[src/rtl/spram_fifo_rd_stream.sv]
// Read-side adapter for the dual-bank SPRAM FIFO: turns ren/empty/rdata (1-cycle read latency)
// into a registered valid/ready stream through a 2-entry prefetching skid buffer.
module spram_fifo_rd_stream #(
    parameter int unsigned DATA_WIDTH = 8
) (
    input  logic                  clk,
    input  logic                  rst,
    input  logic                  flush,
    input  logic                  fifo_empty,
    output logic                  fifo_ren,
    input  logic [DATA_WIDTH-1:0] fifo_rdata,
    output logic                  m_valid,
    input  logic                  m_ready,
    output logic [DATA_WIDTH-1:0] m_data,
    output logic [1:0]            occ
);

    logic [DATA_WIDTH-1:0] r_head;
    logic [DATA_WIDTH-1:0] r_tail;
    logic [1:0]            r_occ;
    logic                  r_inflight;
    logic                  r_valid;

    logic                  w_pop;
    logic                  w_cap;
    logic [2:0]            w_level;
    logic [1:0]            w_after_pop;
    logic [1:0]            w_occ_next;

    assign w_pop       = r_valid && m_ready;
    assign w_cap       = r_inflight && !flush;
    // Words held plus the one in flight, less the one leaving: ren only if a slot stays free.
    assign w_level     = {1'b0, r_occ} + {2'b00, r_inflight} - {2'b00, w_pop};
    assign fifo_ren    = !rst && !flush && !fifo_empty && (w_level < 3'd2);
    assign w_after_pop = r_occ - {1'b0, w_pop};
    assign w_occ_next  = flush ? 2'd0 : (w_after_pop + {1'b0, w_cap});

    always_ff @(posedge clk or posedge rst) begin
        if (rst) begin
            r_head     <= '0;
            r_tail     <= '0;
            r_occ      <= '0;
            r_inflight <= 1'b0;
            r_valid    <= 1'b0;
        end else begin
            r_inflight <= fifo_ren;
            r_occ      <= w_occ_next;
            r_valid    <= (w_occ_next != 2'd0);
            if (!flush) begin
                if (w_pop && (r_occ == 2'd2))
                    r_head <= r_tail;
                // Capture lands in head when the buffer drains this cycle, else behind it.
                if (w_cap) begin
                    if (w_after_pop == 2'd0)
                        r_head <= fifo_rdata;
                    else
                        r_tail <= fifo_rdata;
                end
            end
        end
    end

    assign m_valid = r_valid;
    assign m_data  = r_head;
    assign occ     = r_occ;

endmodule

[config.mk]
export PLATFORM = sky130hd
export DESIGN_NAME = spram_fifo_rd_stream
export DESIGN_NICKNAME = d
export VERILOG_FILES = /design/src/rtl/spram_fifo_rd_stream.sv
export SDC_FILE = /design/constraint.sdc
export NUM_CORES = 1
export LEC_CHECK = 0
export CAP_MARGIN = 40
export CORE_MARGIN = 4
export CORE_UTILIZATION = 35
export DETAILED_ROUTE_END_ITERATION = 6
export GPL_TIMING_DRIVEN = 0
export SLEW_MARGIN = 10
export SYNTH_ARGS = -nofsm -noshare
export SYNTH_HDL_FRONTEND = slang
export SYNTH_SLANG_ARGS = --single-unit
export TNS_END_PERCENT = 5
[constraint.sdc]
create_clock -name clk -period 3.8 [get_ports clk]
set_input_delay 0.38 -clock clk [delete_from_list [all_inputs] [get_ports clk]]
set_output_delay 0.38 -clock clk [all_outputs]
set_load 0.1 [all_outputs]
Word level (Yosys, flattened, before mapping)
Cells that the tools add are included.

word-level totals
  register bits = 20
  latch bits = 0
  bits in writable memories = 0
  ROM bits = 0
  input port bits = 13
  output and inout bits = 12
  word-level logic and storage cells = 29
  memories = 0

operators by class
  add/subtract/negate cells = 4
  $mul = 0
  divide/modulo/power cells = 0
  $lt $le $gt $ge = 1
  eq/ne operators = 1
  shift operators = 0
  multiplexer cells = 4
  bitwise operators = 2
  reductions and logical operators = 12

operators with widths
  kind                                                         number
  2-to-1 mux 8 bit                                             3
  logical AND 1 bit                                            6
  adder 2 x 1 -> 3 bit                                         1
  zero test 1 bit                                              3
  less-than comparator 3 x 2 -> 1 bit (second input constant)  1
  AND reduction 3 bit                                          1
  subtractor 3 x 1 -> 3 bit                                    1
  adder 2 x 1 -> 2 bit                                         1
  equality test 2 bit (second input constant)                  1
  zero test 2 bit                                              1
  2-to-1 mux 2 bit                                             1
  NOT 1 bit                                                    2
  nonzero test 2 bit                                           1
  subtractor 2 x 1 -> 2 bit                                    1

Logic depth before layout (Yosys ltp)
  word-level depth = 5
  gate-level depth with buffers = 9
  depth with buffers taken out = 7

Worst setup path before layout
OpenSTA, ideal clock, no wires.

  kind = reg2reg
  start point = register r_valid (netlist: m_valid)
  end point = register r_inflight
  setup time = 0.430 ns
  data arrival time = 5.225 ns
  data required time = 3.370 ns
  setup slack = -1.855 ns
  stages on the path, launching flop included = 9
  path buffers = 2
  clock period less this slack = 5.655 ns
  cells stage by stage = dfrtp_1 -> clkbuf_1 -> nand2_1 -> clkbuf_1 -> xnor2_1 -> nand2_1 -> fa_1 -> nand2b_1 -> nor4_1

between the ends
  cells in the longest elaborated chain, start to end = 4

RTL lines
  what                                 line  text
  start: declaration                   22    logic r_valid;
  start signal: assignment             48    r_valid <= (w_occ_next != 2'd0);
  logical AND 1 bit                    30    assign w_pop = r_valid && m_ready;
  subtractor 3 x 1 -> 3 bit            33    assign w_level = {1'b0, r_occ} + {2'b00, r_inflight} - {2'b00, w_pop};
  less-than comparator 3 x 2 -> 1 bit  34    assign fifo_ren = !rst && !flush && !fifo_empty && (w_level < 3'd2);
  logical AND 1 bit                    34
  via fifo_ren                         10    output logic fifo_ren,
  end signal: assignment               46    r_inflight <= fifo_ren;
  end: declaration                     21    logic r_inflight;

The timed path passes the listed nets, and every way through them passes these cells.
A chain may end at the register's enable or synchronous reset.

Worst setup path in the final report
  start point = register r_valid (netlist: m_valid)
  end point = output port fifo_ren

between the ends
  cells in the longest elaborated chain, start to end = 4

RTL lines
  what                                 line
  logical AND 1 bit                    30
  subtractor 3 x 1 -> 3 bit            33
  less-than comparator 3 x 2 -> 1 bit  34
  logical AND 1 bit                    34
  end: declaration                     10

No other way between the ends.

==> insert_results.sql <==
INSERT INTO impl_metrics (metric_group, metric, value, unit) VALUES
('synth', 'synth.top_cells.by_count', 'sky130_fd_sc_hd__dfrtp_1, sky130_fd_sc_hd__nor4_1', ''),
('global_route', 'grt_start_max_net_pins', '21', ''),
('setup_path', 'critical_path.cell_chain', 'nand2_1 -> clkbuf_1 -> xnor2_1 -> nand2_1 -> fa_1 -> nand2b_1 -> nor4_4 -> clkdlybuf4s50_1 -> buf_8', ''),
('setup_path', 'critical_path.most_common_cell', 'sky130_fd_sc_hd__nand2_1', ''),
('synth', 'synth.yosys.seq_area_share', '0.4808', ''),
('cts', 'clock_tree.buffer_depth', '2', ''),
('setup_path', 'critical_path.max_fanout', '10', ''),
('timing', 'slew_violations', '0', ''),
('setup_path', 'crit_path_top_delay_cell', 'sky130_fd_sc_hd__clkdlybuf4s50_1', ''),
('drt', 'drt_pass1_iterations', '5', ''),
('synth', 'syn-num-nets', '107', ''),
('synth', 'synth_compound_gate_area_share', '0.1118', ''),
('synth', 'synth_largest_type_area_fraction', '0.4808', ''),
('layout', 'final_area', '1538', 'um2'),
('floorplanning', 'die_area', '3911', 'um2'),
('synth', 'synth_top_family_by_area', 'simple AND/OR/NAND/NOR gates', ''),
('placement', 'port-buffer-count', '23', ''),
('worst_hold_path', 'hold_path.class', 'primary input to register', ''),
('setup_path', 'arrival', '3220', 'ps'),
('floorplanning', 'core', '2805', 'um2'),
('worst_hold_path', 'hold-path-endpoint', 'm_data[5]$_DFFE_PP0N_', ''),
('placement', 'globalplace.congestion', '0.8104', ''),
('layout', 'n_fill_cell', '242', ''),
('pwr', 'power.density_cell_area', '920.0', 'nW/um2'),
('floorplanning', 'die_height', '62.54', 'um'),
('cts', 'cts-htree-levels', '1', ''),
('synth', 'synth_simple_gate_area_frac', '0.1671', ''),
('cts', 'ctsHoldBuffers', '0', ''),
('synth', 'synth.area.top_cells', 'sky130_fd_sc_hd__dfrtp_1, sky130_fd_sc_hd__mux2_4, sky130_fd_sc_hd__nor4_1, sky130_fd_sc_hd__a31oi_1, sky130_fd_sc_hd__nand4_1', ''),
('layout', 'finish.net_count', '146', ''),
('pwr', 'cellLeakagePower', '0.0006251', 'uW'),
('synth', 'most_frequently_used_flop_master_after_synthesis', 'sky130_fd_sc_hd__dfrtp_1', ''),
('layout', 'multi_input_gate_area', '521.8', 'um2'),
('floorplanning', 'floorplan.initialDensity', '0.3711', ''),
('synth', 'yosys.cell_count.top_type', 'sky130_fd_sc_hd__dfrtp_1', ''),
('synth', 'post_synth_instance_area', '1041', 'um2'),
('timing', 'grt_setup_unrepaired', 'no', ''),
('timing', 'final-setup-viol-count', '0', ''),
('floorplanning', 'die-width', '62.54', 'um'),
('synth', 'synthCells', '91', ''),
('cts', 'numCtsBuffers', '3', ''),
('synth', 'post_synth_xor_area_fraction', '0.04928', ''),
('synth', 'synthesis.yosys.warnings', '0', ''),
('global_route', 'grt.total_usage', '0.1439', ''),
('synth', 'yosys.area_share.adder', '0.04327', ''),
('cts', 'tritoncts', 'yes', ''),
('setup_path', 'cp_launch_type', 'register', ''),
('drt', 'dr_total_vias', '897', ''),
('timing', 'slew_headroom', '0.4868', ''),
('cts', 'clk_transition_reported_paths', '120', 'ps'),
('global_route', 'grt_antenna_before_repair', '0', ''),
('timing', 'final.setup_skew', '1.493', 'ps'),
('cts', 'post_cts_resized', '0', ''),
('worst_hold_path', 'worstHoldStart', 'm_ready', ''),
('global_route', 'globalRoute.totalOverflow', '0', ''),
('setup_path', 'endpoint_kind', 'primary output', ''),
('layout', 'area_delta_synth_final', '47.72', '%'),
('drt', 'wirelength', '2687', 'um'),
('synth', 'yosysTopAreaCell', 'sky130_fd_sc_hd__dfrtp_1', ''),
('pwr', 'power.ir.vdd_worst', '0.0002748', 'V'),
('timing', 'final.hold.worst_slack', '519.1', 'ps'),
('setup_path', 'worst_path_largest_cell_delay', '560', 'ps'),
('global_route', 'grt_pass1_vias', '929', ''),
('placement', 'placedInstanceArea', '1505', 'um2'),
('synth', 'synth_edf_count', '0', ''),
('timing', 'final.setup.tns', '0', 'ps'),
('timing', 'worst_slew_pin_slew', '768.9', 'ps'),
('run_status', 'run_status', 'complete, no violations', ''),
('synth', 'syn_area_per_cell', '11.44', 'um2'),
('floorplanning', 'floorplan.rows', '19', ''),
('worst_hold_path', 'min_path_cells', '3', '');
## sequential cells by signal (all words and copies together), names as in the netlist
signal	cells
m_valid	1
r_inflight	1
occ	2
m_data	8
r_tail	8
## kinds of logic (layout without fill, tap and decap cells)
| kind of cell | Yosys count | after routing |
|---|---|---|
| simple gates | 28 | 28 |
| xor+xnor | 5 | 5 |
| flops | 20 | 20 |
| fa+ha+maj | 3 | 3 |
| buf+inv | 9 | 47 |
| mux | 8 | 8 |
| compound gates | 18 | 18 |
## area by class of cell
class	count	share of cell area
buffer	4	0.009764
clock buffer	4	0.02360
inverter	4	0.009764
multi-input combinational	62	0.3393
sequential	20	0.3255
tap	31	0.02522
timing repair buffer	35	0.2669
## worst max path at each step
stage / startpoint / endpoint / cells past startpoint
CTS: m_valid$_DFF_PP0_ / fifo_ren / 10
floorplan: m_valid$_DFF_PP0_ / fifo_ren / 8
detailed placement: m_ready / fifo_ren / 10
global route: m_valid$_DFF_PP0_ / fifo_ren / 9
global placement: m_ready / fifo_ren / 9
finish: m_valid$_DFF_PP0_ / fifo_ren / 9
## through the flow
stage / setup WS (ps) / std cells / util
6_report: 201.0 / 160 / 0.5482
5_1_grt: 65.96 / 160 / 0.5482
4_1_cts: 113.2 / 161 / 0.5495
3_5_place_dp: 447.2 / 157 / 0.5366
3_3_place_gp: 74.87 / 145 / 0.4723
2_1_floorplan: 7.024 / 91 / -
## per-layer routing
layer  routed length [um]  track usage  up-vias
met5                    0            0        -
met4                   63      0.07713        0
met3                   99      0.02698        6
met2                 1325       0.2290       35
met1                 1199       0.1842      441
li1                     -            -      415
## report_power, final
group | internal, uW | switching (uW)
clock | 58.6 | 72.1
sequential | 302 | 68.7
combinational | 350 | 563
total | 711 | 704
## cell usage in the layout, fill, tap and decap left out
cell type                         synthesis  routed
sky130_fd_sc_hd__nor2_1                   2       2
sky130_fd_sc_hd__clkbuf_1                 5       4
sky130_fd_sc_hd__nand2_1                  2       2
sky130_fd_sc_hd__xor2_2                   1       1
sky130_fd_sc_hd__o21bai_1                 1       1
sky130_fd_sc_hd__a21boi_4                 1       1
sky130_fd_sc_hd__clkbuf_8                 0       1
sky130_fd_sc_hd__nor3b_2                  1       1
sky130_fd_sc_hd__nor4_4                   0       1
sky130_fd_sc_hd__nand3b_1                 1       1
sky130_fd_sc_hd__o21ai_1                  8       8
sky130_fd_sc_hd__dfrtp_1                 20      20
sky130_fd_sc_hd__clkdlybuf4s50_1          0      23
sky130_fd_sc_hd__nor4_1                   9       8
sky130_fd_sc_hd__ha_1                     2       2
sky130_fd_sc_hd__nand3_1                  1       1
sky130_fd_sc_hd__xnor2_1                  3       3
sky130_fd_sc_hd__inv_1                    4       4
sky130_fd_sc_hd__a31oi_1                  8       8
sky130_fd_sc_hd__or3b_1                   1       1
sky130_fd_sc_hd__nand4_1                  8       8
sky130_fd_sc_hd__xor2_1                   1       1
sky130_fd_sc_hd__nand2b_1                 1       1
sky130_fd_sc_hd__mux2_4                   8       8
sky130_fd_sc_hd__nor2b_1                  2       2
sky130_fd_sc_hd__buf_8                    0      12
sky130_fd_sc_hd__clkbuf_4                 0       3
sky130_fd_sc_hd__fa_1                     1       1
## critical path, delay by kind of cell, from the launching register on
kind	cells	cell delay [ps]
buffers and inverters	3	1150
DFF	1	540
xor gates and xnor gates	1	180
and+or+nand+nor	4	550
adders and majority gates	1	480
Note: power is estimated with default switching activity, not from simulation.
==> RTL change 1 (same flow settings) <==
Set the parameter `DATA_WIDTH` to 10 (it was 8).
--- a/src/rtl/spram_fifo_rd_stream.sv
+++ b/src/rtl/spram_fifo_rd_stream.sv
@@ -3,3 +3,3 @@
 module spram_fifo_rd_stream #(
-    parameter int unsigned DATA_WIDTH = 8
+    parameter int unsigned DATA_WIDTH = 10
 ) (
Interface: changed (resized fifo_rdata and m_data); port bits go from 25 to 29. No check against the original RTL was run, so the function may have changed too.
==> RTL change 1 against the unedited design <==
Total power up 17%. Area after synthesis up 15%. Largest power group unchanged. Sequential power up 15%. Setup slack better by 0.46 ns. Highest routed layer unchanged. Via count up 17%. Largest cell class is now flip-flops and latches. Sequential cell count up 4. Wire length up 12%. Final cell count up 23%. Cell area up 18%.
==> RTL change 1: results (changes against the unedited design) <==
| Metric | Value |
|---|---|
| I/O Buffers | 28 (+22%) |
| Synthesized area per cell | 11.2 µm² (-1.7%) |
| Commonest cells post-synth | dfrtp_1, nand3b_1, nor4_1 |
| Clock Pin Slew Worst Setup and Hold Paths | 0.14 ns (+0.02 ns) |
| Placed cell area | 1770 µm² (+17%) |
| WL met1 | 1.25 mm (+4.6%) |
| Dpl cells | 193 (+23%) |
| Yosys cell types | 25 (+8.7%) |
| Net Count, Synth | 124 (+16%) |
| Global placer's final weighted congestion | 0.761 (-6.1%) |
| Routed wl met2 | 1.54 mm (+17%) |
| Fin nets | 172 (+18%) |
| Place WS | 0.647 ns (+0.200 ns) |
| LEAKAGE | 0.749 nW (+20%) |
| Metal3 WL | 179 µm (+81%) |
| CP arrival | 2.76 ns (-0.46 ns) |
| Vias in the first global route | 1154 (+24%) |
| Critical path peak fanout | 3 (-7) |
| Largest net degree at the start of global routing | 15 (-29%) |
| Via count | 1051 (+17%) |
| Worst slew pin tran | 0.509 ns (-0.260 ns) |
| Fraction of layout cells with a size suffix above 1 | 22.9% (+1.2 points) |
| Setup Skew | 0.0143 ns (+0.0129 ns) |
| Total wire length | 3.01 mm (+12%) |
| First-pass GRT wire length | 5.12 mm (+15%) |
| VDD IR max | 0.452 mV (+65%) |
| Seq/Total Area, Yosys | 50.4% (+2.3 points) |
| Outcome | completed |
| GRT Overall Usage | 15.1% (+0.69 points) |
| Min-delay worst type | input pin to asynchronous set/reset pin |
| Pre-antenna DRT Iters | 4 (-1) |
| Leading post-synthesis cells by cell area | dfrtp_1, mux2_2, nand3b_1 |
## RTL change 1: cell types whose count changed after synthesis, moves of 2 or more
cell / before / now
mux2_2: 0 / 10
nand3b_1: 1 / 11
o21ai_0: 0 / 10
mux2_4: 8 / 0
nand4_1: 8 / 0
o21ai_1: 8 / 0
dfrtp_1: 20 / 24
a31oi_1: 8 / 10
clkbuf_1: 5 / 3
nor4_1: 9 / 11
## RTL change 1: kinds of logic after synthesis
group           synth area share [%]
compound gates                  11.0
xor+xnor                        3.67
fa+ha+maj                       3.78
buf+inv                         3.99
flops                           50.4
mux                             9.44
simple gates                    17.7
## RTL change 1: path summary, 6_finish.rpt
check,start,to,slack (ns),depth (start not counted)
worst min register to register,r_tail[7]$_DFFE_PP0P_,r_tail[7]$_DFFE_PP0P_,0.53,1
min in group clk,r_tail[7]$_DFFE_PP0P_,r_tail[7]$_DFFE_PP0P_,0.53,1
worst max-delay path,m_ready,fifo_ren,0.66,9
worst max register to register,m_valid$_DFF_PP0_,m_data[7]$_DFFE_PP0N_,1.92,6
worst min-delay path,rst,m_valid$_DFF_PP0_,0.46,2
max in group asynchronous,rst,m_data[7]$_DFFE_PP0N_,2.87,3
## RTL change 1: report_power, final
| group | internal, mW | switching [mW] |
|---|---|---|
| clock network | 0.107 | 0.0795 |
| registers | 0.364 | 0.0620 |
| logic | 0.389 | 0.655 |
| total | 0.860 | 0.797 |
## RTL change 1: final cells by class
cell class                 instances  area (µm²)
buffer                             6        32.5
clock buffer                       3        22.5
clock inverter                     1        30.0
fill                             281        1330
inverter                           4        15.0
multi-input combinational         72         559
sequential                        24         601
tap                               44        55.1
timing repair buffer              43         505
## RTL change 1: routing by layer
layer	vias to the layer above	global-route usage (%)
li1	490	-
met1	524	18.4
met2	33	26.3
met3	4	4.25
met4	0	3.05
met5	-	0
==> RTL change 2 (same flow settings) <==
Without the edit above. Make the reset (`rst`) synchronous in one clocked block.
--- a/src/rtl/spram_fifo_rd_stream.sv
+++ b/src/rtl/spram_fifo_rd_stream.sv
@@ -37,3 +37,3 @@
 
-    always_ff @(posedge clk or posedge rst) begin
+    always_ff @(posedge clk) begin
         if (rst) begin
Check against the original RTL: differs if rst is asserted again (counterexample within 4 cycles, from zero or initial values and one cycle with rst high); with rst held inactive, the same outputs for 10 cycles.
==> RTL change 2 against the unedited design <==
Area after synthesis up 12%. Clock skew about the same. Sequential cell count stayed put. Setup slack gained 0.47 ns. Cell area grew 8.9%. Wire length rose by 0.37%. Register-to-register slack better by 0.61 ns. Worst hold slack worse by 0.044 ns. Sequential share of layout area is 8.6 points lower. Count of clock-buffer cells in the layout is the same. Global-route usage is 1.1 points lower. Critical endpoint unchanged.
Power is left out: it rests on default switching activity, and per cell area and clock period it moved more than threefold.
==> RTL change 2: results (changes against the unedited design) <==
| Metric | Value |
|---|---|
| Outcome | completed |
| Worst slew pin tran | 0.675 ns (-0.0943 ns) |
| Largest net degree at the start of global routing | 12 (-43%) |
| GRT Overall Usage | 13.3% (-1.1 points) |
| Per-cell routed wire length | 13.4 µm (-20%) |
| Leading post-synthesis cells by cell area | dfxtp_1, mux2i_1, a2111oi_2 |
| 1st-iter DRT viols | 31 (+15%) |
| Fin nets | 175 (+20%) |
| Metal3 WL | 117 µm (+18%) |
| Min-delay worst type | flop to flop |
| Vias in the first global route | 1001 (+7.8%) |
| Seq/total area | 23.9% (-8.6 points) |
| Non-clock inverters | 5 (+1) |
| Reg2reg start | m_valid$_SDFF_PP0_ |
| Worst Setup SP | m_ready |
| Vias per std cell | 4.82 (-14%) |
| Met3 Use GR | 2.74% (+0.037 points) |
| Pre-antenna DRT Iters | 6 (+1) |
| Non-CTS buffers | 44 (+13%) |
| WHS Path Cells | 2 (-1) |
| Hold endpoint | r_tail[7]$_SDFFE_PP0P_ |
| First-pass GRT wire length | 4.55 mm (+2.2%) |
| I/O Buffers | 24 (+4.3%) |
| FFs w/ async S/R, synth | 0% (-100 points) |
| Post-DP HPWL | 1.95 mm (+2.7%) |
| Total wire length | 2.70 mm (+0.37%) |
| Dpl cells | 198 (+26%) |
| Cells after Synth | 118 (+30%) |
| Place WS | 0.704 ns (+0.257 ns) |
| Fillers | 293 (+21%) |
RTL change 2: critical path, delay by kind of cell:
family | cells | cell delay (ns)
fa+ha+maj | 1 | 0.38
buf+inv | 3 | 1.21
xor+xnor | 2 | 0.36
simple gates | 3 | 0.43
RTL change 2: through the flow:
| step | utilization [%] | area [µm²] | hold WS (ns) |
|---|---|---|---|
| 2_1_floorplan | - | 1160 | 0.444 |
| 4_1_cts | 54.0 | 1670 | 0.479 |
| 3_3_place_gp | 47.0 | 1460 | 0.454 |
| 3_5_place_dp | 52.8 | 1640 | 0.460 |
| 5_1_grt | 54.0 | 1670 | 0.501 |
| 6_report | 54.0 | 1670 | 0.475 |
RTL change 2: kinds of logic after synthesis:
group | synth area share [%]
muxes | 12.9
adders and majority gates | 3.87
xor gates and xnor gates | 3.01
and+or+nand+nor | 28.3
DFF | 34.4
AOI/OAI and AO/OA | 11.8
buffers and inverters | 5.60
